`src/rtl/decode_stage.sv`:
```
// rtl/decode_stage.sv - RV32I(+M) handshaked decode stage with one-entry skid buffer
module decode_stage #(
    parameter int XLEN          = 32,
    parameter int ENABLE_M      = 0,
    parameter int STRICT_DECODE = 1
) (
    input  logic            clk_i,
    input  logic            rst_i,
    input  logic            flush_i,
    input  logic            in_valid_i,
    output logic            in_ready_o,
    input  logic [31:0]     instruction_i,
    input  logic [XLEN-1:0] pc_i,
    output logic            out_valid_o,
    input  logic            out_ready_i,
    output logic [31:0]     instruction_o,
    output logic [XLEN-1:0] pc_o,
    output logic [2:0]      funct3_o,
    output logic [4:0]      rs1_o,
    output logic [4:0]      rs2_o,
    output logic [4:0]      rd_o,
    output logic [11:0]     csr_addr_o,
    output logic [2:0]      imm_op_o,
    output logic [1:0]      sel_dat_a_o,
    output logic [1:0]      sel_dat_b_o,
    output logic [3:0]      alu_op_o,
    output logic            is_lui_o,
    output logic            is_auipc_o,
    output logic            is_jal_o,
    output logic            is_jalr_o,
    output logic            is_branch_o,
    output logic            is_mem_o,
    output logic            we_mem_o,
    output logic            is_misc_mem_o,
    output logic            is_system_o,
    output logic            is_muldiv_o,
    output logic            e_illegal_inst_o
);

    localparam logic [2:0] IMM_I = 3'b000, IMM_S = 3'b001, IMM_B = 3'b010;
    localparam logic [2:0] IMM_U = 3'b011, IMM_J = 3'b100, IMM_C = 3'b101;
    localparam logic [1:0] SEL_REG = 2'b00, SEL_IMM = 2'b01, SEL_PC = 2'b10, SEL_ZERO = 2'b11;
    localparam logic [3:0] ALU_ADD = 4'b0000, ALU_SUB = 4'b1000;

    typedef struct packed {
        logic [31:0]     inst;
        logic [XLEN-1:0] pc;
        logic [2:0]      imm_op;
        logic [1:0]      sel_a;
        logic [1:0]      sel_b;
        logic [3:0]      alu_op;
        logic            is_lui;
        logic            is_auipc;
        logic            is_jal;
        logic            is_jalr;
        logic            is_branch;
        logic            is_mem;
        logic            we_mem;
        logic            is_misc_mem;
        logic            is_system;
        logic            is_muldiv;
        logic            illegal;
    } bundle_t;

    bundle_t     dec;
    bundle_t     out_q;
    bundle_t     skid_q;
    logic        out_valid_q;
    logic        skid_valid_q;
    logic [2:0]  f3;
    logic [6:0]  f7;
    logic        unknown;
    logic        strict_bad;

    assign f3 = instruction_i[14:12];
    assign f7 = instruction_i[31:25];

    always_comb begin
        dec        = '0;
        dec.inst   = instruction_i;
        dec.pc     = pc_i;
        unknown    = 1'b0;
        strict_bad = (instruction_i[1:0] != 2'b11);
        case (instruction_i[6:2])
            5'b01101: begin
                dec.sel_a = SEL_IMM; dec.sel_b = SEL_ZERO; dec.imm_op = IMM_U; dec.is_lui = 1'b1;
            end
            5'b00101: begin
                dec.sel_a = SEL_PC; dec.sel_b = SEL_IMM; dec.imm_op = IMM_U; dec.is_auipc = 1'b1;
            end
            5'b11011: begin
                dec.sel_a = SEL_PC; dec.sel_b = SEL_IMM; dec.imm_op = IMM_J; dec.is_jal = 1'b1;
            end
            5'b11001: begin
                dec.sel_b = SEL_IMM; dec.is_jalr = 1'b1;
                if (f3 != 3'b000) strict_bad = 1'b1;
            end
            5'b11000: begin
                dec.imm_op = IMM_B; dec.alu_op = ALU_SUB; dec.is_branch = 1'b1;
                if (f3[2:1] == 2'b01) strict_bad = 1'b1;
            end
            5'b00000: begin
                dec.sel_b = SEL_IMM; dec.is_mem = 1'b1;
                if (f3 == 3'b011 || f3[2:1] == 2'b11) strict_bad = 1'b1;
            end
            5'b01000: begin
                dec.sel_b = SEL_IMM; dec.imm_op = IMM_S; dec.is_mem = 1'b1; dec.we_mem = 1'b1;
                if (f3 >= 3'b011) strict_bad = 1'b1;
            end
            5'b00100: begin
                // Only shifts honour inst[30], so an ADDI with imm[10] set stays ADD.
                dec.sel_b  = SEL_IMM;
                dec.alu_op = {instruction_i[30] & (f3 == 3'b101), f3};
                if (f3 == 3'b001 && f7 != 7'b0000000) strict_bad = 1'b1;
                if (f3 == 3'b101 && f7 != 7'b0000000 && f7 != 7'b0100000) strict_bad = 1'b1;
            end
            5'b01100: begin
                if (f7 == 7'b0000001) begin
                    if (ENABLE_M != 0) dec.is_muldiv = 1'b1;
                    else               unknown = 1'b1;
                end else begin
                    dec.alu_op = {instruction_i[30], f3};
                    if (f7 == 7'b0100000) begin
                        if (f3 != 3'b000 && f3 != 3'b101) strict_bad = 1'b1;
                    end else if (f7 != 7'b0000000) begin
                        strict_bad = 1'b1;
                    end
                end
            end
            5'b00011: dec.is_misc_mem = 1'b1;
            5'b11100: begin
                dec.is_system = 1'b1; dec.imm_op = IMM_C;
                dec.sel_a     = f3[2] ? SEL_IMM : SEL_REG;
                if (f3 == 3'b100) strict_bad = 1'b1;
            end
            default: unknown = 1'b1;
        endcase

        dec.illegal = unknown | ((STRICT_DECODE != 0) & strict_bad);
        // Illegal words still travel down the pipe, but must not trigger any side effect.
        if (dec.illegal) begin
            dec.is_lui = 1'b0; dec.is_auipc = 1'b0; dec.is_jal = 1'b0; dec.is_jalr = 1'b0;
            dec.is_branch = 1'b0; dec.is_mem = 1'b0; dec.we_mem = 1'b0;
            dec.is_misc_mem = 1'b0; dec.is_system = 1'b0; dec.is_muldiv = 1'b0;
        end
    end

    logic in_xfer;
    logic out_free;

    // in_ready is the inverse of a flop, so it never depends on out_ready_i combinationally.
    assign in_ready_o = ~skid_valid_q;
    assign in_xfer    = in_valid_i & in_ready_o;
    assign out_free   = ~out_valid_q | out_ready_i;

    always_ff @(posedge clk_i) begin
        if (rst_i) begin
            out_q        <= '0;
            skid_q       <= '0;
            out_valid_q  <= 1'b0;
            skid_valid_q <= 1'b0;
        end else if (flush_i) begin
            out_valid_q  <= 1'b0;
            skid_valid_q <= 1'b0;
        end else if (out_free) begin
            if (skid_valid_q) begin
                out_q        <= skid_q;
                out_valid_q  <= 1'b1;
                skid_valid_q <= 1'b0;
            end else if (in_xfer) begin
                out_q       <= dec;
                out_valid_q <= 1'b1;
            end else begin
                out_valid_q <= 1'b0;
            end
        end else if (in_xfer) begin
            skid_q       <= dec;
            skid_valid_q <= 1'b1;
        end
    end

    assign out_valid_o      = out_valid_q;
    assign instruction_o    = out_q.inst;
    assign pc_o             = out_q.pc;
    assign funct3_o         = out_q.inst[14:12];
    assign rs1_o            = out_q.inst[19:15];
    assign rs2_o            = out_q.inst[24:20];
    assign rd_o             = out_q.inst[11:7];
    assign csr_addr_o       = out_q.inst[31:20];
    assign imm_op_o         = out_q.imm_op;
    assign sel_dat_a_o      = out_q.sel_a;
    assign sel_dat_b_o      = out_q.sel_b;
    assign alu_op_o         = out_q.alu_op;
    assign is_lui_o         = out_q.is_lui;
    assign is_auipc_o       = out_q.is_auipc;
    assign is_jal_o         = out_q.is_jal;
    assign is_jalr_o        = out_q.is_jalr;
    assign is_branch_o      = out_q.is_branch;
    assign is_mem_o         = out_q.is_mem;
    assign we_mem_o         = out_q.we_mem;
    assign is_misc_mem_o    = out_q.is_misc_mem;
    assign is_system_o      = out_q.is_system;
    assign is_muldiv_o      = out_q.is_muldiv;
    assign e_illegal_inst_o = out_q.illegal;

endmodule

```
`config.mk`:
```
export PLATFORM = sky130hd
export DESIGN_NAME = decode_stage
export DESIGN_NICKNAME = d
export VERILOG_FILES = /design/src/rtl/decode_stage.sv
export SDC_FILE = /design/constraint.sdc
export NUM_CORES = 1
export LEC_CHECK = 0
export ABC_CLOCK_PERIOD_IN_PS = 2200
export BUFFER_PORTS_ARGS = -buffer_cell sky130_fd_sc_hd__buf_4
export CAP_MARGIN = 20
export CORE_MARGIN = 5
export CORE_UTILIZATION = 53
export DETAILED_ROUTE_END_ITERATION = 10
export GPL_ROUTABILITY_DRIVEN = 0
export MAX_ROUTING_LAYER = met4
export PLACE_DENSITY_LB_ADDON = 0.3
export SLEW_MARGIN = 20
export SYNTH_ARGS = -nofsm -noshare
export SYNTH_HDL_FRONTEND = slang
export SYNTH_SLANG_ARGS = --single-unit
```
`constraint.sdc`:
```
create_clock -name clk_i -period 2.2 [get_ports clk_i]
set_clock_uncertainty 0.1 [all_clocks]
set_input_delay 0.33 -clock clk_i [delete_from_list [all_inputs] [get_ports clk_i]]
set_output_delay 0.33 -clock clk_i [all_outputs]
set_load 0.05 [all_outputs]
```
== After elaboration in Yosys (flattened, before gate mapping) ==
Cells that the tools add are included.
Operators by class
  reduce and logical (&&, ||, !) cells: 18
  bitwise logic cells: 8
  magnitude comparators: 1
  mux-type cells: 34
  equal/unequal tests: 21
Operator list (count)
  $mux W86: 2
  $mux W1: 24
  $eq A5 B5 Y1 const B: 4
  $eq A5 B4 Y1 const B: 3
  $pmux W3 S5: 1
  $pmux W4 S3: 1
  $eq A5 B3 Y1 const B: 2
  $mux W10: 1
  $reduce_or A10 Y1: 1
  $reduce_or A2 Y1: 4
  $eq A7 B1 Y1 const B: 1
  $eq A7 B6 Y1 const B: 1
  $ne A7 B6 Y1 const B: 1
  $pmux W1 S7: 1
  $reduce_bool A7 Y1: 1
  $eq A3 B3 Y1 const B: 2
  $pmux W2 S3: 1
  $reduce_and A3 Y1: 2
  $reduce_or A6 Y1: 1
  $eq A5 B2 Y1 const B: 1
  $logic_not A5 Y1: 1
  $logic_and A1 B1 Y1: 4
  $mux W4: 1
  $not A1 Y1: 4
  15 further kinds: 17
Word-level totals
  logic and storage cells: 118
  bits of input ports: 69
  output and inout port bits: 118
  register bits after elaboration: 174

== Longest topological paths before layout ==
Gate-level depths: netlist of run 1.
  word-level depth: 10
  mapped depth: 7
  depth with buffers taken out: 5

== Worst setup path after synthesis of run 1 ==
Ideal clock, no wire load.
  kind: register -> register
  start: register out_valid_q (netlist: out_valid_o)
  end: register skid_q[14] (netlist bit)
  path slack: 210 ps
  stages on the path, launching flop included: 7
  data required time: 1972 ps
  data arrival time: 1762 ps
  buffers on the path: 2
  path through: dfxtp_1 nor2b_1 nand3_1 clkbuf_1 buf_1 a21oi_1 nor2_1
On the way
  longest elaborated chain between the ends: 4
Ends and longest elaborated chain
  start: declaration: line 68  | logic out_valid_q;
  start signal: assignment: line 160  | out_valid_q <= 1'b0;
  start signal: assignment: line 163  | out_valid_q <= 1'b0;
  start signal: assignment: line 168  | out_valid_q <= 1'b1;
  $not A1 Y1: line 154  | assign out_free = ~out_valid_q | out_ready_i;
  $or A1 B1 Y1: line 154
  $not A1 Y1 (no line)
  $reduce_and A3 Y1 (no line)
  end signal: assignment: line 159  | skid_q <= '0;
  end signal: assignment: line 177  | skid_q <= dec;
  end: declaration: line 67  | bundle_t skid_q;
No other way between the ends.
A chain may end at the register's enable or synchronous reset.

== Worst setup path after layout of run 1 ==
  start: register out_valid_q (netlist: out_valid_o)
  end: register out_q (netlist bit is_misc_mem_o)
On the way
  longest elaborated chain between the ends: 3
Ends and longest elaborated chain
  $not A1 Y1: line 154
  $or A1 B1 Y1: line 154
  $reduce_and A3 Y1 (no line)
  end signal: assignment: line 167  | out_q <= skid_q;
  end: declaration: line 66  | bundle_t out_q;
No other way between the ends.

==> results of run 1 <==
-- registers in the layout, summed over array words and instances, names as in the netlist --
signal and cells:
out_valid_o 1, is_lui_o 1, is_jalr_o 1, sel_dat_b_o 2
is_mem_o 1, alu_op_o 4, is_branch_o 1, is_auipc_o 1
instruction_o 32, e_illegal_inst_o 1, skid_q 85, imm_op_o 3
is_misc_mem_o 1, pc_o 32, skid_valid_q 1, is_jal_o 1
sel_dat_a_o 2, we_mem_o 1, is_system_o 1
-- worst max-delay path, cell delays in order (launching register included) --
cell                      delay (ps)
sky130_fd_sc_hd__dfxtp_1         350
sky130_fd_sc_hd__nor2b_1         310
sky130_fd_sc_hd__or3_1           540
sky130_fd_sc_hd__nor3_2           70
sky130_fd_sc_hd__buf_4           180
sky130_fd_sc_hd__a22oi_1         210
sky130_fd_sc_hd__o41ai_2         100
-- power by group through the flow --
stage / Combinational, mW / Sequential, mW / Clock, mW
floorplan: 0.525 / 3.67 / 0
global placement: 1.21 / 3.35 / 0
detailed placement: 1.22 / 3.35 / 0
CTS: 1.23 / 3.29 / 3.17
global route: 1.30 / 3.30 / 3.30
finish: 1.22 / 3.29 / 3.11
-- synth_stat cells, drive strengths merged, types with 3 or more instances --
| master | instances |
|---|---|
| dfxtp | 172 |
| nand2 | 163 |
| nor2 | 87 |
| a21oi | 85 |
| a211oi | 68 |
| mux2i | 65 |
| buf | 53 |
| clkbuf | 49 |
| o21ai | 18 |
| nor3 | 13 |
| nand3 | 11 |
| a22oi | 9 |
| inv | 6 |
| o211ai | 6 |
| a221oi | 4 |
| and3 | 4 |
| nand2b | 4 |
| nand3b | 4 |
| a311oi | 3 |
| nor2b | 3 |
| nor4bb | 3 |
| o31ai | 3 |
-- area by class of cell --
class,instances,area (sq um),area share (%)
flip-flops and latches,172,3450,36.9
multi-input cells,584,3380,36.1
well taps,180,225,2.41
clock inverters,10,135,1.45
repair buffers,208,1650,17.6
inverters,7,26.3,0.281
clock buffers,22,484,5.18
-- cell families after synthesis --
| group | Yosys count | share of synthesized area [%] |
|---|---|---|
| AND/OR/NAND/NOR | 307 | 18.1 |
| AO/OA/AOI/OAI | 209 | 18.5 |
| flip-flops | 172 | 46.9 |
| buffers and inverters | 109 | 7.41 |
| multiplexers | 65 | 8.86 |
| XOR/XNOR | 2 | 0.239 |
| other | 1 | 0.0510 |
-- layout by cell type (no fill, tap or decap), types with 9 or more instances in the layout --
master and instances:
sky130_fd_sc_hd__a211oi_1 68, sky130_fd_sc_hd__a21oi_1 85, sky130_fd_sc_hd__a22oi_1 9, sky130_fd_sc_hd__buf_4 201, sky130_fd_sc_hd__clkbuf_16 17, sky130_fd_sc_hd__dfxtp_1 171
sky130_fd_sc_hd__mux2i_1 65, sky130_fd_sc_hd__nand2_1 163, sky130_fd_sc_hd__nand3_1 10, sky130_fd_sc_hd__nor2_1 85, sky130_fd_sc_hd__nor3_1 11, sky130_fd_sc_hd__o21ai_0 18
-- path summary, 6_finish.rpt --
kind / startpoint / endpoint / slack [ps] / cells past startpoint
worst max register to register: out_valid_o$_SDFFE_PP0P_ / is_misc_mem_o$_SDFFE_PP0P_ / 190 / 6
worst min-delay path: flush_i / skid_valid_q$_SDFFE_PP0P_ / 20 / 2
worst max-delay path: out_valid_o$_SDFFE_PP0P_ / is_misc_mem_o$_SDFFE_PP0P_ / 190 / 6
worst min register to register: skid_q[33]$_SDFFE_PP0P_ / skid_q[33]$_SDFFE_PP0P_ / 350 / 2
-- metrics by stage --
| step | total power [mW] | utilization [%] |
|---|---|---|
| 5_1_grt | 7.90 | 68.1 |
| 2_1_floorplan | 4.19 | - |
| 6_report | 7.62 | 68.1 |
| 4_1_cts | 7.68 | 68.1 |
| 3_3_place_gp | 4.56 | 63.6 |
| 3_5_place_dp | 4.58 | 63.6 |
-- routing by layer --
layer  GRT usage (%)  vias up
li1                -     3227
met4            7.37        0
met5               -        -
met1            28.6     3035
met3            6.63       21
met2            38.4      209
==> report_table.html, run 1 <==
<table>
<tr><th>Metric</th><th>Value</th></tr>
<tr><th colspan="2">Run status</th></tr>
<tr><td>Status</td><td>complete, no violations</td></tr>
<tr><th colspan="2">Layout</th></tr>
<tr><td>Number of standard cells in the layout, taps in and fillers out</td><td>approximately 1200</td></tr>
<tr><td>Share of post-route cells with drive strength above 1</td><td>25.4%</td></tr>
<tr><td>Diode count</td><td>0</td></tr>
<tr><td>Layout overhead on the synthesized area</td><td>27.2%</td></tr>
<tr><td>Final layout net count</td><td>1059</td></tr>
<tr><td>Final cell area excluding filler cells</td><td>0.00935 sq mm</td></tr>
<tr><td>Filler Cells Inserted</td><td>about 1200</td></tr>
<tr><th colspan="2">Pwr</th></tr>
<tr><td>Cell-internal power</td><td>5.52 mW</td></tr>
<tr><td>Power density normalized to cell area</td><td>approximately 800 mW/mm^2</td></tr>
<tr><td>Sw frac</td><td>between 20% and 30%</td></tr>
<tr><td>Clock network fraction of total power</td><td>between 40 and 50%</td></tr>
<tr><td>Reg power frac</td><td>43.2%</td></tr>
<tr><td>Maximum ir drop on the vdd rail</td><td>0.000496 V</td></tr>
<tr><td>Static leakage</td><td>3.52 nW</td></tr>
<tr><td>Sw Pwr</td><td>~2.1 mW</td></tr>
<tr><td>Combinational share of power</td><td>between 10% and 20%</td></tr>
<tr><th colspan="2">STA</th></tr>
<tr><td>Final setup violation count</td><td>0</td></tr>
<tr><td>Final sum of negative setup slack</td><td>0 ps</td></tr>
<tr><td>Peak clock frequency supported by timing</td><td>approximately 500 MHz</td></tr>
<tr><td>Final period utilization</td><td>just over 90%</td></tr>
<tr><td>Actual slew at the worst max-slew pin</td><td>just under 800 ps</td></tr>
<tr><td>Relative slew slack</td><td>a little under half</td></tr>
<tr><td>Unrepaired setup endpoints after global routing</td><td>false</td></tr>
<tr><td>Fin worst setup slack</td><td>around 190 ps</td></tr>
<tr><td>Endpoints failing hold</td><td>0</td></tr>
<tr><td>Number of max-slew violations in the final report</td><td>0</td></tr>
<tr><td>Crit path time final</td><td>2010 ps</td></tr>
<tr><td>Hold_ws</td><td>roughly 17 ps</td></tr>
<tr><th colspan="2">Placement</th></tr>
<tr><td>Instance area at placement</td><td>around 0.0087 sq mm</td></tr>
<tr><td>Cell total after placement</td><td>about 1200</td></tr>
<tr><td>Worst setup slack after placement</td><td>~130 ps</td></tr>
<tr><td>Number of buffers inserted by port buffering</td><td>185</td></tr>
<tr><td>Final HPWL from detailed placement</td><td>~13000 um</td></tr>
<tr><th colspan="2">Global routing</th></tr>
<tr><td>Combined global-route utilization of all metal layers</td><td>23.6%</td></tr>
<tr><td>Via count of the first global-routing pass</td><td>roughly 6200</td></tr>
<tr><td>Overall overflow remaining after global route</td><td>0</td></tr>
<tr><td>Maximum number of pins on one net before global-route repair</td><td>slightly above 80</td></tr>
<tr><td>Antenna violations before repair</td><td>0</td></tr>
<tr><td>Wire length of the first global-routing pass</td><td>a little over 30000 um</td></tr>
<tr><th colspan="2">Logic synthesis</th></tr>
<tr><td>Post-synth EDFFs</td><td>0</td></tr>
<tr><td>Average instance area after synthesis</td><td>8.49 sq um</td></tr>
<tr><td>Synthesis-stage register bit count</td><td>about 170</td></tr>
<tr><td>Syn. warnings</td><td>0</td></tr>
<tr><td>Main flop type after synthesis</td><td>sky130_fd_sc_hd__dfxtp_1</td></tr>
<tr><td>Post-Synthesis Net Count</td><td>934</td></tr>
<tr><td>Area leader, netlist</td><td>sky130_fd_sc_hd__dfxtp_1</td></tr>
<tr><td>Synth unique cells</td><td>54</td></tr>
<tr><td>Synth Instances</td><td>slightly below 900</td></tr>
<tr><td>Share of flip-flops with an asynchronous set or reset after synthesis</td><td>0%</td></tr>
<tr><td>Leading post-synthesis cells by cell area</td><td>sky130_fd_sc_hd__dfxtp_1 47%, sky130_fd_sc_hd__mux2i_1 8.9%, sky130_fd_sc_hd__nand2_1 8.3%</td></tr>
<tr><td>Sequential area share after synthesis</td><td>46.9%</td></tr>
<tr><td>Synth Cell Area</td><td>0.00735 sq mm</td></tr>
<tr><td>Area share of the largest cell type after synthesis</td><td>a little under half</td></tr>
<tr><th colspan="2">Clock network</th></tr>
<tr><td>Total of cells resized after clock tree synthesis</td><td>0</td></tr>
<tr><td>Clock tree from TritonCTS</td><td>done</td></tr>
<tr><td>Clock root buffer master</td><td>sky130_fd_sc_hd__clkbuf_16</td></tr>
<tr><td>Htree depth</td><td>4</td></tr>
<tr><td>Total clock buffers created by CTS</td><td>17</td></tr>
<tr><td>Clock latency reported for the late side of the worst-skew pair</td><td>430 ps</td></tr>
<tr><td>Number of sinks driven by the clock tree</td><td>172</td></tr>
<tr><td>Clock-pin slew reported for the worst setup and hold paths after clock tree synthesis</td><td>around 60 ps</td></tr>
<tr><td>CTS Hold Bufs</td><td>0</td></tr>
<tr><td>Post-CTS setup-driven buffer insertion count</td><td>0</td></tr>
<tr><td>Buffer depth of the longest clock path</td><td>2</td></tr>
<tr><th colspan="2">Routing</th></tr>
<tr><td>Routed length on met2</td><td>9060 um</td></tr>
<tr><td>Final routed wirelength across all metal layers</td><td>18800 um</td></tr>
<tr><td>Post-detailed-route DRC marker count</td><td>0</td></tr>
<tr><td>Wire per inst</td><td>between 15 and 20 um</td></tr>
<tr><td>Met3 routed WL</td><td>1360 um</td></tr>
<tr><td>Count of routing violations after the opening detailed-route iteration</td><td>just under 500</td></tr>
<tr><td>Vias per inst</td><td>approximately 5.5</td></tr>
<tr><td>Highest metal used</td><td>met4</td></tr>
<tr><td>Vias after detailed routing</td><td>~6500</td></tr>
<tr><td>Wire length on met1</td><td>roughly 8000 um</td></tr>
<tr><td>Pre-antenna DRT Iters</td><td>5</td></tr>
<tr><td>Post-DRT Antenna Nets</td><td>0</td></tr>
<tr><th colspan="2">Run</th></tr>
<tr><td>Number of maximum-capacitance violations</td><td>0</td></tr>
<tr><th colspan="2">Worst setup path</th></tr>
<tr><td>Endpoint type of the worst setup path</td><td>register</td></tr>
<tr><td>Worst Path Class, Setup</td><td>reg2reg</td></tr>
<tr><td>Data arrival at the endpoint of the critical path</td><td>about 2200 ps</td></tr>
<tr><td>Data required time of the critical path</td><td>roughly 2400 ps</td></tr>
<tr><td>Crit-path max FO</td><td>13</td></tr>
<tr><td>Sort of element at the start of the critical path</td><td>register</td></tr>
<tr><th colspan="2">Floorplanning</th></tr>
<tr><td>Vert. Die Dim</td><td>around 130 um</td></tr>
<tr><td>Initial Util</td><td>between 50% and 60%</td></tr>
<tr><td>Die width</td><td>approximately 130 um</td></tr>
<tr><td>Die ar.</td><td>between 0.015 and 0.02 sq mm</td></tr>
<tr><td>Io pins</td><td>187</td></tr>
<tr><td>Number of placement rows</td><td>43</td></tr>
<tr><td>Floorplan core area</td><td>approximately 0.014 sq mm</td></tr>
<tr><th colspan="2">Worst hold path</th></tr>
<tr><td>Classification of the worst-slack hold path</td><td>in2reg</td></tr>
</table>
Power figures use the tool's default switching activity.
==> run 2: changes to the inputs <==
ABC_CLOCK_PERIOD_IN_PS = 2500   (was 2200)
CORE_UTILIZATION = 57   (was 53)
clock period = 2.5 ns   (was 2.2 ns; I/O delays follow)
==> run 2 against run 1 <==
Net effect: core utilization up 5.0 points; clock power down 15%; first-iteration DRC count up 13%; sequential cell count unchanged; cell area down 1.3%; via count up 0.35%; critical path depth down 1; cell count down 1.1%; register-to-register slack better by 200 ps; clock-buffer cell count up 3; non-clock buffer count down 4; die area down 6.5%.
==> report_table.html, run 2 (synthesis results as in run 1) <==
<table>
<tr><th>Metric</th><th>Value</th></tr>
<tr><th colspan="2">Worst hold path</th></tr>
<tr><td>Count of cells along the worst hold path</td><td>2 (unchanged)</td></tr>
<tr><td>Endpoint of the worst hold-timing path</td><td>skid_valid_q$_SDFFE_PP0P_ (unchanged)</td></tr>
<tr><td>Classification of the worst-slack hold path</td><td>in2reg (unchanged)</td></tr>
<tr><td>Critical hold path startpoint</td><td>flush_i (unchanged)</td></tr>
<tr><th colspan="2">Layout</th></tr>
<tr><td>Combined area of the multi-input logic cells</td><td>0.00338 sq mm (unchanged)</td></tr>
<tr><td>Share of post-route cells with drive strength above 1</td><td>24.9% (was 25.4%)</td></tr>
<tr><td>Largest register FFs</td><td>85 (unchanged)</td></tr>
<tr><td>Storage cell area</td><td>0.00345 sq mm (unchanged)</td></tr>
<tr><td>Filler Cells Inserted</td><td>1031 (was 1153)</td></tr>
<tr><td>Leading cell type in the layout, fill and taps excluded</td><td>sky130_fd_sc_hd__buf_4 (unchanged)</td></tr>
<tr><td>Most frequent cells in the layout</td><td>202 x sky130_fd_sc_hd__buf_4, 171 x sky130_fd_sc_hd__dfxtp_1, 163 x sky130_fd_sc_hd__nand2_1, 85 x sky130_fd_sc_hd__nor2_1, 85 x sky130_fd_sc_hd__a21oi_1 (was 201 x sky130_fd_sc_hd__buf_4, 171 x sky130_fd_sc_hd__dfxtp_1, 163 x sky130_fd_sc_hd__nand2_1, 85 x sky130_fd_sc_hd__nor2_1, 85 x sky130_fd_sc_hd__a21oi_1)</td></tr>
<tr><td>Biggest register</td><td>skid_q (unchanged)</td></tr>
<tr><td>Diode count</td><td>0 (unchanged)</td></tr>
<tr><td>Final layout net count</td><td>1055 (was 1059)</td></tr>
<tr><td>Layout overhead on the synthesized area</td><td>25.5% (was 27.2%)</td></tr>
<tr><th colspan="2">STA</th></tr>
<tr><td>Peak clock frequency supported by timing</td><td>474 MHz (was 498 MHz)</td></tr>
<tr><td>Final period utilization</td><td>84.4% (was 91.3%)</td></tr>
<tr><td>Fin worst setup slack</td><td>390 ps (was 191 ps)</td></tr>
<tr><td>Final setup violation count</td><td>0 (unchanged)</td></tr>
<tr><td>Final sum of negative setup slack</td><td>0 ps (unchanged)</td></tr>
<tr><td>Unrepaired setup endpoints after global routing</td><td>false (unchanged)</td></tr>
<tr><td>Hold_ws</td><td>70.8 ps (was 17.1 ps)</td></tr>
<tr><td>Endpoints failing hold</td><td>0 (unchanged)</td></tr>
<tr><td>Crit path time final</td><td>2110 ps (was 2010 ps)</td></tr>
<tr><td>Number of max-slew violations in the final report</td><td>0 (unchanged)</td></tr>
<tr><td>Actual slew at the worst max-slew pin</td><td>701 ps (was 786 ps)</td></tr>
<tr><td>Relative slew slack</td><td>53.3% (was 47.6%)</td></tr>
<tr><th colspan="2">Clock network</th></tr>
<tr><td>CTS Hold Bufs</td><td>0 (unchanged)</td></tr>
<tr><td>Clock latency reported for the late side of the worst-skew pair</td><td>420 ps (was 430 ps)</td></tr>
<tr><td>Number of sinks driven by the clock tree</td><td>172 (unchanged)</td></tr>
<tr><td>Htree depth</td><td>4 (unchanged)</td></tr>
<tr><td>Clock root buffer master</td><td>sky130_fd_sc_hd__clkbuf_16 (unchanged)</td></tr>
<tr><td>Clock tree from TritonCTS</td><td>done (unchanged)</td></tr>
<tr><td>Buffer depth of the longest clock path</td><td>2 (unchanged)</td></tr>
<tr><td>Total clock buffers created by CTS</td><td>17 (unchanged)</td></tr>
<tr><td>Total of cells resized after clock tree synthesis</td><td>0 (unchanged)</td></tr>
<tr><td>Post-CTS setup-driven buffer insertion count</td><td>0 (unchanged)</td></tr>
<tr><td>Clock-pin slew reported for the worst setup and hold paths after clock tree synthesis</td><td>60 ps (about the same)</td></tr>
<tr><th colspan="2">Worst setup path</th></tr>
<tr><td>Crit-path max FO</td><td>8 (was 13)</td></tr>
<tr><td>Data arrival at the endpoint of the critical path</td><td>2330 ps (was 2190 ps)</td></tr>
<tr><td>Data required time of the critical path</td><td>2720 ps (was 2380 ps)</td></tr>
<tr><td>Cell count of the worst reg-to-reg path</td><td>5 (was 6)</td></tr>
<tr><td>Worst Path Class, Setup</td><td>reg2reg (unchanged)</td></tr>
<tr><td>Flop2flop setup slack</td><td>390 ps (was 190 ps)</td></tr>
<tr><td>Sort of element at the start of the critical path</td><td>register (unchanged)</td></tr>
<tr><td>Critical register-to-register path endpoint</td><td>is_jalr_o$_SDFFE_PP0P_ (was is_misc_mem_o$_SDFFE_PP0P_)</td></tr>
<tr><td>Endpoint type of the worst setup path</td><td>register (unchanged)</td></tr>
<tr><td>Origin of the critical flop-to-flop path</td><td>out_valid_o$_SDFFE_PP0P_ (unchanged)</td></tr>
<tr><th colspan="2">Placement</th></tr>
<tr><td>Final HPWL from detailed placement</td><td>12400 um (was 12600 um)</td></tr>
<tr><td>Worst setup slack after placement</td><td>345 ps (was 127 ps)</td></tr>
<tr><td>Number of buffers inserted by port buffering</td><td>185 (unchanged)</td></tr>
<tr><th colspan="2">Run status</th></tr>
<tr><td>Status</td><td>complete, no violations (unchanged)</td></tr>
<tr><th colspan="2">Floorplanning</th></tr>
<tr><td>Initial Util</td><td>58.2% (was 53.5%)</td></tr>
<tr><td>Die ar.</td><td>0.0153 sq mm (was 0.0163 sq mm)</td></tr>
<tr><td>Number of placement rows</td><td>41 (was 43)</td></tr>
<tr><td>Io pins</td><td>187 (unchanged)</td></tr>
<tr><td>Floorplan core area</td><td>0.0126 sq mm (was 0.0137 sq mm)</td></tr>
<tr><td>Vert. Die Dim</td><td>124 um (was 128 um)</td></tr>
<tr><td>Die width</td><td>124 um (was 128 um)</td></tr>
<tr><th colspan="2">Global routing</th></tr>
<tr><td>Antenna violations before repair</td><td>0 (unchanged)</td></tr>
<tr><td>Overall overflow remaining after global route</td><td>0 (unchanged)</td></tr>
<tr><td>Combined global-route utilization of all metal layers</td><td>24.4% (was 23.6%)</td></tr>
<tr><td>Wire length of the first global-routing pass</td><td>29000 um (was 30400 um)</td></tr>
<tr><td>Maximum number of pins on one net before global-route repair</td><td>123 (was 81)</td></tr>
<tr><td>Via count of the first global-routing pass</td><td>6002 (was 6187)</td></tr>
<tr><th colspan="2">Pwr</th></tr>
<tr><td>Static leakage</td><td>3.47 nW (was 3.52 nW)</td></tr>
<tr><td>Sw Pwr</td><td>1.80 mW (was 2.09 mW)</td></tr>
<tr><td>Power density normalized to cell area</td><td>715 mW/mm^2 (was 815 mW/mm^2)</td></tr>
<tr><td>Cell-internal power</td><td>4.79 mW (was 5.52 mW)</td></tr>
<tr><td>Clock network fraction of total power</td><td>40.0% (was 40.8%)</td></tr>
<tr><td>Maximum ir drop on the vdd rail</td><td>0.000375 V (was 0.000496 V)</td></tr>
<tr><td>Reg power frac</td><td>43.9% (was 43.2%)</td></tr>
<tr><td>Sw frac</td><td>27.3% (was 27.5%)</td></tr>
<tr><td>Combinational share of power</td><td>16.1% (about the same)</td></tr>
<tr><td>Power Total</td><td>6.59 mW (was 7.62 mW)</td></tr>
<tr><th colspan="2">Routing</th></tr>
<tr><td>Post-DRT Antenna Nets</td><td>0 (unchanged)</td></tr>
<tr><td>Post-detailed-route DRC marker count</td><td>0 (unchanged)</td></tr>
<tr><td>Vias per inst</td><td>5.57 (was 5.49)</td></tr>
<tr><td>Count of routing violations after the opening detailed-route iteration</td><td>554 (was 490)</td></tr>
<tr><td>Final routed wirelength across all metal layers</td><td>18300 um (was 18800 um)</td></tr>
<tr><td>Vias after detailed routing</td><td>6515 (was 6492)</td></tr>
<tr><td>Wire per inst</td><td>15.7 um (was 15.9 um)</td></tr>
<tr><td>Pre-antenna DRT Iters</td><td>5 (unchanged)</td></tr>
<tr><th colspan="2">Run</th></tr>
<tr><td>Number of maximum-capacitance violations</td><td>0 (unchanged)</td></tr>
</table>
-- run 2: cell types whose count changed in the layout (fill, tap and decap cells not counted) --
cell	change
sky130_fd_sc_hd__bufinv_16	-1
sky130_fd_sc_hd__buf_12	-5
sky130_fd_sc_hd__clkinvlp_4	-1
sky130_fd_sc_hd__clkbuf_8	+2
sky130_fd_sc_hd__clkbuf_1	+1
sky130_fd_sc_hd__inv_6	-1
sky130_fd_sc_hd__inv_4	-1
sky130_fd_sc_hd__buf_4	+1
-- run 2: power groups by stage --
stage / registers [mW] / logic (mW) / clock network [mW]
final: 2.89 / 1.06 / 2.64
after global routing: 2.91 / 1.13 / 2.78
after CTS: 2.89 / 1.07 / 2.67
after detailed placement: 2.95 / 1.06 / 0
after global placement: 2.95 / 1.05 / 0
after floorplan: 3.23 / 0.462 / 0
-- run 2: cell type report --
class                   instances  share of cell area, %
clock inverters                 6                  0.896
clock buffers                  25                   5.59
repair buffers                204                   16.9
multi-input cells             584                   36.6
well taps                     172                   2.33
inverters                       7                  0.285
flip-flops and latches        172                   37.4
-- run 2: metal layers --
metal / track usage (%) / share of wire, % / up-vias
met5: - / 0 / -
met1: 29.8 / 42 / 3043
li1: - / - / 3216
met2: 39.3 / 48 / 224
met3: 6.36 / 7.9 / 32
met4: 8.30 / 1.7 / 0
-- run 2: worst max-delay path by stage --
| stage | slack, ps | to | cells past startpoint | from |
|---|---|---|---|---|
| global placement | 400 | skid_q[38]$_SDFFE_PP0P_ | 6 | out_ready_i |
| global route | 250 | skid_q[57]$_SDFFE_PP0P_ | 5 | out_valid_o$_SDFFE_PP0P_ |
| floorplan | 510 | skid_q[14]$_SDFFE_PP0P_ | 6 | out_valid_o$_SDFFE_PP0P_ |
| detailed placement | 350 | skid_q[33]$_SDFFE_PP0P_ | 6 | out_ready_i |
| finish | 390 | is_jalr_o$_SDFFE_PP0P_ | 5 | out_valid_o$_SDFFE_PP0P_ |
| CTS | 410 | skid_q[35]$_SDFFE_PP0P_ | 5 | out_valid_o$_SDFFE_PP0P_ |
-- run 2: metrics by stage --
stage	instance area, sq um	utilization (%)	std cells
final	9220	73.1	1170
after global routing	9220	73.1	1170
after CTS	9220	73.1	1170
after detailed placement	8620	68.3	1139
after global placement	8620	68.3	1139
after floorplan	7350	-	865
-- run 2: worst max-delay path, stage by stage (launching register included) --
cell and delay [ps]:
sky130_fd_sc_hd__dfxtp_1 320, sky130_fd_sc_hd__nor2b_1 200, sky130_fd_sc_hd__or3_1 520, sky130_fd_sc_hd__nor3_2 530, sky130_fd_sc_hd__a22oi_1 210, sky130_fd_sc_hd__o31ai_1 110
==> run 3: changes to the inputs <==
ABC_AREA = 1   (was default)
ABC_CLOCK_PERIOD_IN_PS = 2000   (was 2500)
CORE_UTILIZATION = 53   (was 57)
clock period = 2 ns   (was 2.5 ns; I/O delays follow)
==> run 3 against run 2 <==
Net effect: cell area rose by 2.3%; area after synthesis rose by 1.3%; clock power up 24%; global-route usage fell by 0.66 points; combinational power grew 26%; sequential cell count did not move; synthesized cell count grew 16%; clock-buffer cell count fell by 8; via count increased by 7.8%; worst hold slack worse by 67 ps.
==> report_table.html, run 3 <==
<table>
<tr><th>Metric</th><th>Value</th></tr>
<tr><th colspan="2">Routing</th></tr>
<tr><td>Wire per inst</td><td>14.8 um (was 15.7 um)</td></tr>
<tr><td>Vias after detailed routing</td><td>7023 (was 6515)</td></tr>
<tr><td>Pre-antenna DRT Iters</td><td>5 (unchanged)</td></tr>
<tr><td>Count of routing violations after the opening detailed-route iteration</td><td>597 (was 554)</td></tr>
<tr><td>Post-DRT Antenna Nets</td><td>0 (unchanged)</td></tr>
<tr><td>Vias per inst</td><td>5.31 (was 5.57)</td></tr>
<tr><td>Post-detailed-route DRC marker count</td><td>0 (unchanged)</td></tr>
<tr><td>Final routed wirelength across all metal layers</td><td>19600 um (was 18300 um)</td></tr>
<tr><th colspan="2">Logic synthesis</th></tr>
<tr><td>Most numerous cell in the Yosys netlist</td><td>sky130_fd_sc_hd__nand2_1 (was sky130_fd_sc_hd__dfxtp_1)</td></tr>
<tr><td>Area leader, netlist</td><td>sky130_fd_sc_hd__dfxtp_1 (unchanged)</td></tr>
<tr><td>Post-synth EDFFs</td><td>0 (unchanged)</td></tr>
<tr><td>Commonest cells in the synthesized netlist</td><td>193 x sky130_fd_sc_hd__nand2_1, 172 x sky130_fd_sc_hd__dfxtp_1, 162 x sky130_fd_sc_hd__o21ai_0, 90 x sky130_fd_sc_hd__a21oi_1, 82 x sky130_fd_sc_hd__nor2_1 (was 172 x sky130_fd_sc_hd__dfxtp_1, 163 x sky130_fd_sc_hd__nand2_1, 85 x sky130_fd_sc_hd__a21oi_1, 85 x sky130_fd_sc_hd__nor2_1, 68 x sky130_fd_sc_hd__a211oi_1)</td></tr>
<tr><td>Synth Instances</td><td>1005 (was 865)</td></tr>
<tr><td>Share of flip-flops with an asynchronous set or reset after synthesis</td><td>0% (unchanged)</td></tr>
<tr><td>Sequential area share after synthesis</td><td>46.3% (was 46.9%)</td></tr>
<tr><td>Post-Synthesis Net Count</td><td>1074 (was 934)</td></tr>
<tr><td>Leading post-synthesis cells by cell area</td><td>sky130_fd_sc_hd__dfxtp_1 46%, sky130_fd_sc_hd__o21ai_0 11%, sky130_fd_sc_hd__nand2_1 9.7% (was sky130_fd_sc_hd__dfxtp_1 47%, sky130_fd_sc_hd__mux2i_1 8.9%, sky130_fd_sc_hd__nand2_1 8.3%)</td></tr>
<tr><td>Main flop type after synthesis</td><td>sky130_fd_sc_hd__dfxtp_1 (unchanged)</td></tr>
<tr><td>Area share of the largest cell type after synthesis</td><td>46.3% (was 46.9%)</td></tr>
<tr><td>Synth unique cells</td><td>31 (was 54)</td></tr>
<tr><td>Syn. warnings</td><td>0 (unchanged)</td></tr>
<tr><td>Synthesis-stage register bit count</td><td>172 (unchanged)</td></tr>
<tr><td>Synth Cell Area</td><td>0.00744 sq mm (was 0.00735 sq mm)</td></tr>
<tr><td>Average instance area after synthesis</td><td>7.41 sq um (was 8.49 sq um)</td></tr>
<tr><th colspan="2">Layout</th></tr>
<tr><td>Biggest register</td><td>skid_q (unchanged)</td></tr>
<tr><td>Filler Cells Inserted</td><td>1151 (was 1031)</td></tr>
<tr><td>Largest register FFs</td><td>85 (unchanged)</td></tr>
<tr><td>Leading cell type in the layout, fill and taps excluded</td><td>sky130_fd_sc_hd__buf_4 (unchanged)</td></tr>
<tr><td>Most frequent cells in the layout</td><td>199 x sky130_fd_sc_hd__buf_4, 193 x sky130_fd_sc_hd__nand2_1, 171 x sky130_fd_sc_hd__dfxtp_1, 162 x sky130_fd_sc_hd__o21ai_0, 90 x sky130_fd_sc_hd__a21oi_1 (was 202 x sky130_fd_sc_hd__buf_4, 171 x sky130_fd_sc_hd__dfxtp_1, 163 x sky130_fd_sc_hd__nand2_1, 85 x sky130_fd_sc_hd__nor2_1, 85 x sky130_fd_sc_hd__a21oi_1)</td></tr>
<tr><td>Diode count</td><td>0 (unchanged)</td></tr>
<tr><td>Layout overhead on the synthesized area</td><td>26.8% (was 25.5%)</td></tr>
<tr><td>Number of standard cells in the layout, taps in and fillers out</td><td>1323 (was 1170)</td></tr>
<tr><td>Share of post-route cells with drive strength above 1</td><td>24.8% (was 24.9%)</td></tr>
<tr><td>Final layout net count</td><td>1199 (was 1055)</td></tr>
<tr><th colspan="2">STA</th></tr>
<tr><td>Crit path time final</td><td>1900 ps</td></tr>
<tr><td>Unrepaired setup endpoints after global routing</td><td>false (unchanged)</td></tr>
<tr><td>Number of max-slew violations in the final report</td><td>0 (unchanged)</td></tr>
<tr><td>Endpoints failing hold</td><td>0 (unchanged)</td></tr>
<tr><td>Final period utilization</td><td>94.9%</td></tr>
<tr><td>Peak clock frequency supported by timing</td><td>about 530 MHz</td></tr>
<tr><td>Final sum of negative setup slack</td><td>0 ps (unchanged)</td></tr>
<tr><td>Fin worst setup slack</td><td>103 ps (was 390 ps)</td></tr>
<tr><td>Final setup violation count</td><td>0 (unchanged)</td></tr>
<tr><th colspan="2">Global routing</th></tr>
<tr><td>Maximum number of pins on one net before global-route repair</td><td>121 (was 123)</td></tr>
<tr><td>Antenna violations before repair</td><td>0 (unchanged)</td></tr>
<tr><td>Wire length of the first global-routing pass</td><td>30800 um (was 29000 um)</td></tr>
<tr><td>Via count of the first global-routing pass</td><td>6279 (was 6002)</td></tr>
<tr><td>Combined global-route utilization of all metal layers</td><td>23.7% (was 24.4%)</td></tr>
<tr><td>Overall overflow remaining after global route</td><td>0 (unchanged)</td></tr>
<tr><th colspan="2">Clock network</th></tr>
<tr><td>Buffer depth of the longest clock path</td><td>2 (unchanged)</td></tr>
<tr><td>Clock tree from TritonCTS</td><td>done (unchanged)</td></tr>
<tr><td>Clock latency reported for the late side of the worst-skew pair</td><td>440 ps (was 420 ps)</td></tr>
<tr><td>Clock-pin slew reported for the worst setup and hold paths after clock tree synthesis</td><td>70 ps (was 60 ps)</td></tr>
<tr><td>Clock root buffer master</td><td>sky130_fd_sc_hd__clkbuf_16 (unchanged)</td></tr>
<tr><td>Total clock buffers created by CTS</td><td>17 (unchanged)</td></tr>
<tr><td>Number of sinks driven by the clock tree</td><td>172 (unchanged)</td></tr>
<tr><td>Htree depth</td><td>4 (unchanged)</td></tr>
<tr><th colspan="2">Worst setup path</th></tr>
<tr><td>Origin of the critical flop-to-flop path</td><td>out_valid_o$_SDFFE_PP0P_ (unchanged)</td></tr>
<tr><td>Crit path max-delay family</td><td>buffers and inverters (was simple AND/OR/NAND/NOR gates)</td></tr>
<tr><td>Chain of cells forming the critical path</td><td>buf_12, inv_2, buf_4 (was nor2b_1, or3_1, nor3_2, a22oi_1, o31ai_1)</td></tr>
<tr><td>Sort of element at the start of the critical path</td><td>register (unchanged)</td></tr>
<tr><td>Data required time of the critical path</td><td>1600 ps (was 2720 ps)</td></tr>
<tr><td>Endpoint type of the worst setup path</td><td>output pin (was register)</td></tr>
<tr><td>CP max stage cell</td><td>sky130_fd_sc_hd__dfxtp_2 (was sky130_fd_sc_hd__nor3_2)</td></tr>
<tr><td>Crit-path max FO</td><td>46 (was 8)</td></tr>
<tr><td>Data arrival at the endpoint of the critical path</td><td>1500 ps (was 2330 ps)</td></tr>
<tr><td>Combined buffer and inverter count along the critical path</td><td>3 (was 0)</td></tr>
<tr><td>CP startpoint</td><td>skid_valid_q$_SDFFE_PP0P_ (was out_valid_o$_SDFFE_PP0P_)</td></tr>
<tr><td>Worst Path Class, Setup</td><td>reg2out (was reg2reg)</td></tr>
<tr><td>Critical path's largest stage delay</td><td>390 ps (was 530 ps)</td></tr>
<tr><th colspan="2">Pwr</th></tr>
<tr><td>Sw Pwr</td><td>2.43 mW (was 1.80 mW)</td></tr>
<tr><td>Cell-internal power</td><td>5.83 mW (was 4.79 mW)</td></tr>
<tr><td>Maximum ir drop on the vdd rail</td><td>0.000586 V (was 0.000375 V)</td></tr>
<tr><td>Static leakage</td><td>4.36 nW (was 3.47 nW)</td></tr>
<tr><td>Sw frac</td><td>29.4% (was 27.3%)</td></tr>
<tr><td>Combinational share of power</td><td>16.3% (was 16.1%)</td></tr>
<tr><td>Clock network fraction of total power</td><td>39.8% (was 40.0%)</td></tr>
<tr><td>Power density normalized to cell area</td><td>875 mW/mm^2 (was 715 mW/mm^2)</td></tr>
<tr><td>Reg power frac</td><td>44.0% (was 43.9%)</td></tr>
<tr><th colspan="2">Floorplanning</th></tr>
<tr><td>Number of placement rows</td><td>43 (was 41)</td></tr>
<tr><td>Floorplan core area</td><td>0.0138 sq mm (was 0.0126 sq mm)</td></tr>
<tr><td>Die ar.</td><td>0.0165 sq mm (was 0.0153 sq mm)</td></tr>
<tr><td>Io pins</td><td>187 (unchanged)</td></tr>
<tr><td>Initial Util</td><td>53.8% (was 58.2%)</td></tr>
<tr><td>Die width</td><td>128 um (was 124 um)</td></tr>
<tr><td>Vert. Die Dim</td><td>128 um (was 124 um)</td></tr>
<tr><th colspan="2">Placement</th></tr>
<tr><td>Number of buffers inserted by port buffering</td><td>185 (unchanged)</td></tr>
<tr><td>Cell total after placement</td><td>1287 (was 1139)</td></tr>
<tr><td>Final HPWL from detailed placement</td><td>13000 um (was 12400 um)</td></tr>
<tr><td>Worst setup slack after placement</td><td>75.1 ps (was 345 ps)</td></tr>
<tr><th colspan="2">Worst hold path</th></tr>
<tr><td>Critical hold path startpoint</td><td>pc_i[8] (was flush_i)</td></tr>
<tr><td>Classification of the worst-slack hold path</td><td>in2reg (unchanged)</td></tr>
<tr><th colspan="2">Run status</th></tr>
<tr><td>Status</td><td>complete, no violations (unchanged)</td></tr>
<tr><th colspan="2">Run</th></tr>
<tr><td>Number of maximum-capacitance violations</td><td>0 (unchanged)</td></tr>
</table>
run 3: cell types whose count changed in the layout (fill, tap and decap cells not counted), sizes merged, moves of 6 or more:
cell | before | now
nor3 | 13 | 5
o211ai | 6 | 0
a21oi | 85 | 100
nand3 | 11 | 21
inv | 6 | 79
mux2i | 65 | 0
a211oi | 68 | 0
nand2 | 163 | 198
clkbuf | 25 | 17
o21ai | 18 | 164
a22oi | 9 | 0
a31oi | 2 | 66
run 3: stage by stage:
stage	hold slack, ps	utilization [%]	cell area [sq um]	power (mW)
after floorplan	279	-	7440	4.63
after global placement	354	63.6	8800	5.03
after detailed placement	357	63.6	8800	5.05
after CTS	0.790	68.1	9410	8.32
after global routing	3.47	68.3	9440	8.59
final	3.54	68.3	9440	8.26
run 3: power by group through the flow:
stage | combinational [mW] | clock (mW) | sequential, mW
3_5_place_dp | 1.34 | 0 | 3.71
6_report | 1.34 | 3.28 | 3.63
2_1_floorplan | 0.569 | 0 | 4.06
3_3_place_gp | 1.33 | 0 | 3.71
4_1_cts | 1.35 | 3.34 | 3.63
5_1_grt | 1.43 | 3.52 | 3.65
run 3: kinds of logic (layout without fill, tap and decap cells):
logic type / after synthesis / after routing / share of synthesized area (%)
compound gates: 333 / 333 / 24.1
buf+inv: 181 / 319 / 11.2
flops: 172 / 172 / 46.3
other cells: 1 / 1 / 0.0504
simple gates: 318 / 318 / 18.4
run 3: what timing repair did:
item | in CTS | in global routing
endpoints found under the hold margin | 2 | 2
setup endpoints to repair | 1 | 1
resized for setup | 2 | 1
hold buffers | 2 | 2
gates cloned | 0 | 0
buffers inserted | 0 | 0
run 3: worst paths after layout:
| path | slack [ps] | cells after the start | endpoint |
|---|---|---|---|
| setup reg to reg | 260 | 10 | skid_q[15]$_SDFFE_PP0P_ |
| setup / recovery | 100 | 3 | in_ready_o |
| hold reg to reg | 370 | 2 | instruction_o[15]$_SDFFE_PP0P_ |
| hold / removal | 4 | 3 | skid_q[30]$_SDFFE_PP0P_ |
run 3: per-layer routing:
| metal | share of wire, % | track usage (%) | vias to the layer above |
|---|---|---|---|
| li1 | - | - | 3552 |
| met1 | 44 | 30.0 | 3213 |
| met2 | 47 | 36.8 | 226 |
| met3 | 7.0 | 6.14 | 32 |
| met4 | 2.0 | 8.71 | 0 |
| met5 | 0 | - | - |
run 3: layout make-up:
type	instances	area [sq um]	area share (%)
Clock buffer	17	425	4.51
Clock inverter	15	163	1.72
Inverter	75	283	3.00
Multi-Input combinational cell	652	3180	33.7
Sequential cell	172	3440	36.5
Tap cell	180	225	2.39
Timing Repair Buffer	212	1710	18.2
run 3: tightest hold or removal path, stage by stage:
cell and delay [ps]:
sky130_fd_sc_hd__buf_4 110, sky130_fd_sc_hd__inv_1 40, sky130_fd_sc_hd__a21oi_1 50
